[config.mk]
export PLATFORM = sky130hd
export DESIGN_NAME = fetch_buffer
export DESIGN_NICKNAME = d
export VERILOG_FILES = /design/src/rtl/fetch_buffer_pkg.sv /design/src/rtl/fetch_buffer.sv
export SDC_FILE = /design/constraint.sdc
export NUM_CORES = 2
export LEC_CHECK = 0
export CAP_MARGIN = 20
export CORE_ASPECT_RATIO = 0.7
export CORE_MARGIN = 10
export CORE_UTILIZATION = 50
export CTS_BUF_LIST = sky130_fd_sc_hd__clkbuf_4
export DETAILED_ROUTE_END_ITERATION = 7
export PLACE_DENSITY = 0.71
export SYNTH_ARGS = -nofsm -noshare
export SYNTH_HDL_FRONTEND = slang
export SYNTH_SLANG_ARGS = --single-unit
[constraint.sdc]
create_clock -name clk -period 13.64 [get_ports clk]
set_input_delay 1.364 -clock clk [delete_from_list [all_inputs] [get_ports clk]]
set_output_delay 1.364 -clock clk [all_outputs]
set_load 0.01 [all_outputs]
[src/rtl/fetch_buffer_pkg.sv]
// Shared IF/ID definitions: exception codes and the fetched-instruction record
// carried through the fetch buffer and across the IF/ID boundary.
package fetch_buffer_pkg;

    typedef enum logic [3:0] {
        EXC_NONE = 4'd0,
        EXC_ADEF = 4'd1,
        EXC_TLBR = 4'd2,
        EXC_PIF  = 4'd3,
        EXC_PPI  = 4'd4,
        EXC_INE  = 4'd5,
        EXC_SYS  = 4'd6,
        EXC_BRK  = 4'd7
    } exception_t;

    typedef struct packed {
        logic [31:0] pc;
        logic [31:0] inst;
        logic        pred_branch_taken;
        logic [31:0] pred_branch_target;
        logic        have_exception;
        exception_t  exception_type;
    } fetch_entry_t;

endpackage

[src/rtl/fetch_buffer.sv]
// Circular IF->ID instruction queue: up to 2 pushes and 2 pops per cycle,
// two oldest entries presented as decode slots a and b.
module fetch_buffer
    import fetch_buffer_pkg::*;
#(
    parameter int DEPTH = 8
) (
    input  logic                       clk,
    input  logic                       reset,
    input  logic                       flush,
    input  logic                       in0_valid,
    input  fetch_entry_t               in0_entry,
    input  logic                       in1_valid,
    input  fetch_entry_t               in1_entry,
    output logic                       fb_allowin,
    input  logic [1:0]                 consume,
    output logic                       a_valid,
    output fetch_entry_t               a_entry,
    output logic                       b_valid,
    output fetch_entry_t               b_entry,
    output logic [$clog2(DEPTH):0]     count
);

    localparam int PW = $clog2(DEPTH);
    localparam int CW = PW + 1;

    fetch_entry_t  mem [DEPTH];
    logic [PW-1:0] head_q, tail_q;
    logic [CW-1:0] count_q;
    logic [1:0]    n_push, n_pop;

    // Registered count only, so decode's consume never reaches fetch combinationally.
    assign fb_allowin = count_q <= CW'(DEPTH - 2);

    always_comb begin
        n_push = 2'd0;
        if (fb_allowin && in0_valid)
            n_push = in1_valid ? 2'd2 : 2'd1;
        n_pop = (consume == 2'd3) ? 2'd2 : consume;
        if (CW'(n_pop) > count_q)
            n_pop = count_q[1:0];
    end

    always_ff @(posedge clk) begin
        if (reset) begin
            head_q  <= '0;
            tail_q  <= '0;
            count_q <= '0;
        end else if (flush) begin
            head_q  <= '0;
            tail_q  <= '0;
            count_q <= '0;
        end else begin
            head_q  <= head_q + PW'(n_pop);
            tail_q  <= tail_q + PW'(n_push);
            count_q <= count_q + CW'(n_push) - CW'(n_pop);
        end
    end

    // Storage carries no reset; only slots being pushed are written.
    always_ff @(posedge clk) begin
        if (!reset && !flush && n_push != 2'd0) begin
            mem[tail_q] <= in0_entry;
            if (n_push == 2'd2)
                mem[tail_q + PW'(1)] <= in1_entry;
        end
    end

    assign count   = count_q;
    assign a_valid = count_q != '0;
    assign b_valid = count_q >= CW'(2);
    assign a_entry = mem[head_q];
    assign b_entry = mem[head_q + PW'(1)];

`ifndef SYNTHESIS
    always @(posedge clk) begin
        if (!reset && !flush) begin
            assert ({{(CW-2){1'b0}}, consume} <= count_q);
            assert (!(in1_valid && !in0_valid));
            assert (!(in0_valid && !fb_allowin));
        end
    end
`endif

endmodule
==> key figures <==
Run status
  – Status: complete, no violations

Timing
  – Slew Limit Fails: 0
  – Slew @ Worst Pin: 1110 ps
  – Fmax: 0.132 GHz
  – Min Hold Slack: 788 ps
  – Setup TNS: 0 ps
  – Final Hold Violating Endpoints: 0
  – RSZ-0062 raised after global routing: false
  – Final Critical Period: 7570 ps
  – Final worst path period share: 0.555
  – Slew headroom: 0.257
  – Clk_skew: 72.4 ps
  – Endpoints failing setup: 0

Synth
  – Synth Net Count: 2796
  – Netlist cell types: 40
  – Syn Area/Cell: 18.4 sq um
  – YS warnings: 0
  – Mapped Cells: 2568
  – Largest cells by area after synthesis: edfxtp_1, mux4_2, mux2_2
  – Seq cells post-synth: 826
  – Yosys top cell area share: 0.518
  – Mapped Area: 47300 sq um
  – Most area-hungry cell type in the Yosys netlist: edfxtp_1
  – Sequential element share of the synthesized area: 0.522

Worst setup path
  – CP peak stage delay: 960 ps
  – Setup Crit Path Kind: flip-flop to primary output
  – Arrival @ worst endpoint: 6210 ps
  – CP max-delay cell: dfxtp_4
  – Crit path capture type: primary output
  – Reg2Reg Depth: 6
  – R2r startpoint: tail_q[0]
  – Crit path max fanout: 153
  – Startpoint type of the worst setup path: flip-flop
  – Reg2reg setup slack: 9050 ps
  – Worst EP required: 12280 ps
  – RR Endpoint: mem[2][73]
  – CP dominant cell by count: buf_4
  – CP Cell Sequence: buf_12, buf_4, buf_4, mux4_2, mux2_2, clkdlybuf4s50_1

Power and ir drop
  – Cell-internal power: 4900 uW
  – Design Power: 6770 uW
  – Sw frac: 0.277
  – Power per cell area: 123 nW/um^2
  – Combinational share of power: 0.258
  – Peak supply drop: 0.122 mV
  – P_sw: 1880 uW
  – Clk pwr share: 0.315
  – Leakage: 0.0173 uW
  – Reg power frac: 0.426

Placed design
  – Placed cell count: 4082
  – Routability congestion estimate: 0.802
  – DP HPWL: 79100 um
  – I/O Buffers: 421

Routing
  – Final WL: 139000 um
  – Routed Antenna Nets: 0
  – Pre-Repair DR Iteration Count: 5
  – Via/cell ratio: 6.40
  – First-iteration detailed-routing DRC count: 2552
  – Routed len/inst: 31.2 um
  – Vias: 28438
  – DRC Markers: 0

Die
  – DIE WIDTH: 388 um
  – Initial core utilization: 0.504
  – Site row count: 94
  – # IOs: 422
  – Die height: 277 um
  – Die footprint: 108000 sq um
  – Core Footprint: 94000 sq um

Clock network
  – CTS tree: built
  – CTS resizes: 0
  – H-tree depth: 4
  – CTS root buffer: clkbuf_4
  – Clk_lat worst skew: 1160 ps
  – # clock sinks: 826
  – Post-CTS setup buffers: 0
  – CTS Buf Count: 203
  – CTS hold repair buffers: 0
  – Clock transition at path regs: 70 ps
  – Longest Clk Path Bufs: 3

Finish
  – Layout Area Growth over Synthesis: 16.7%
  – Most frequent cells in the layout: edfxtp_1, mux2_2, clkdlybuf4s50_1, mux4_2, mux2_1
  – Final std cells w/o fill: 4441
  – Commonest non-fill, non-tap cell in the layout: edfxtp_1
  – Final #Nets: 3268
  – Layout cells sized above 1: 0.445

Global routing
  – Initial antenna violation count: 39
  – Global-route wire length before repair: 204000 um
  – Largest net degree at the start of global routing: 154
  – Total gr overflow: 0
  – GR Util All Layers: 0.254
  – Vias in the first global route: 30825

Hold path
  – Hold WC Path Type: flip-flop to flip-flop
  – Hold Path Cell Cnt: 2
  – Min-delay src: tail_q[2]
  – Hold EP: tail_q[2]

Flow run
  – Max-cap violation count: 0
## worst max path at each step
stage / to / slack, ps / from
final: b_entry[53] / 6070 / head_q[0]
after global routing: b_entry[54] / 5570 / head_q[0]
after CTS: b_entry[52] / 5820 / head_q[0]
after detailed placement: b_entry[52] / 7140 / head_q[0]
after global placement: a_entry[52] / 7210 / head_q[1]
after floorplan: mem[5][0] / 6090 / flush
## registers in the layout, indices dropped and copies added, names as in the netlist
name,count
count,4
head_q,3
mem,816
tail_q,3
## critical path, delay by kind of cell, from the launching register on
kind / cells / cell delay, ps
flip-flops: 1 / 960
multiplexers: 2 / 900
buffers and inverters: 4 / 3020
## routing by layer
metal | GRT usage | routed length [um]
met3 | 0.0743 | 12000
met1 | 0.321 | 54200
met5 | 0 | 217
met4 | 0.102 | 4100
met2 | 0.410 | 68100
## kinds of logic after synthesis
kind of cell,share of synthesized area
AO/OA/AOI/OAI,0.00182
XOR/XNOR,0.00161
adder cells (fa/ha/maj),0.00513
buffers and inverters,0.0253
flip-flops,0.522
multiplexers,0.438
AND/OR/NAND/NOR,0.00627
## area by class of cell
class	count	area [sq um]
Clock inverter	54	445
Antenna cell	24	60.1
Fill cell	7023	38800
Timing Repair Buffer	474	4680
Tap cell	1248	1560
Clock buffer	280	2100
Sequential cell	826	24700
Multi-Input combinational cell	1522	21600
Inverter	13	48.8
## synth_stat cells, drive strengths merged
library cell / number
a21o: 1
a21oi: 5
a22oi: 2
a32oi: 3
and2: 6
buf: 154
clkbuf: 53
dfxtp: 10
edfxtp: 816
fa: 4
ha: 13
inv: 13
mux2: 1021
mux2i: 3
mux4: 408
nand2: 6
nand2b: 1
nand3: 8
nand4: 2
nor2: 17
nor2b: 3
nor3: 7
nor4b: 1
o211ai: 1
o21ai: 1
or2: 1
or3: 1
xnor2: 3
xor2: 4
## power by group through the flow
stage / Clock [uW] / Combinational [uW] / Sequential, uW
global placement: 0 / 1720 / 2940
finish: 2140 / 1750 / 2890
CTS: 2180 / 1770 / 2890
floorplan: 0 / 1050 / 2910
detailed placement: 0 / 1750 / 2940
global route: 2310 / 1860 / 2890
## metrics by stage
stage          instance area, sq um   util  setup slack (ps)
5_1_grt                       55200  0.587              5570
3_5_place_dp                  52600  0.560              7140
6_report                      55200  0.588              6070
3_3_place_gp                  52600  0.560              7210
2_1_floorplan                 47300      -              6090
4_1_cts                       55100  0.587              5820
No activity file was read; power rests on OpenSTA's default activity.
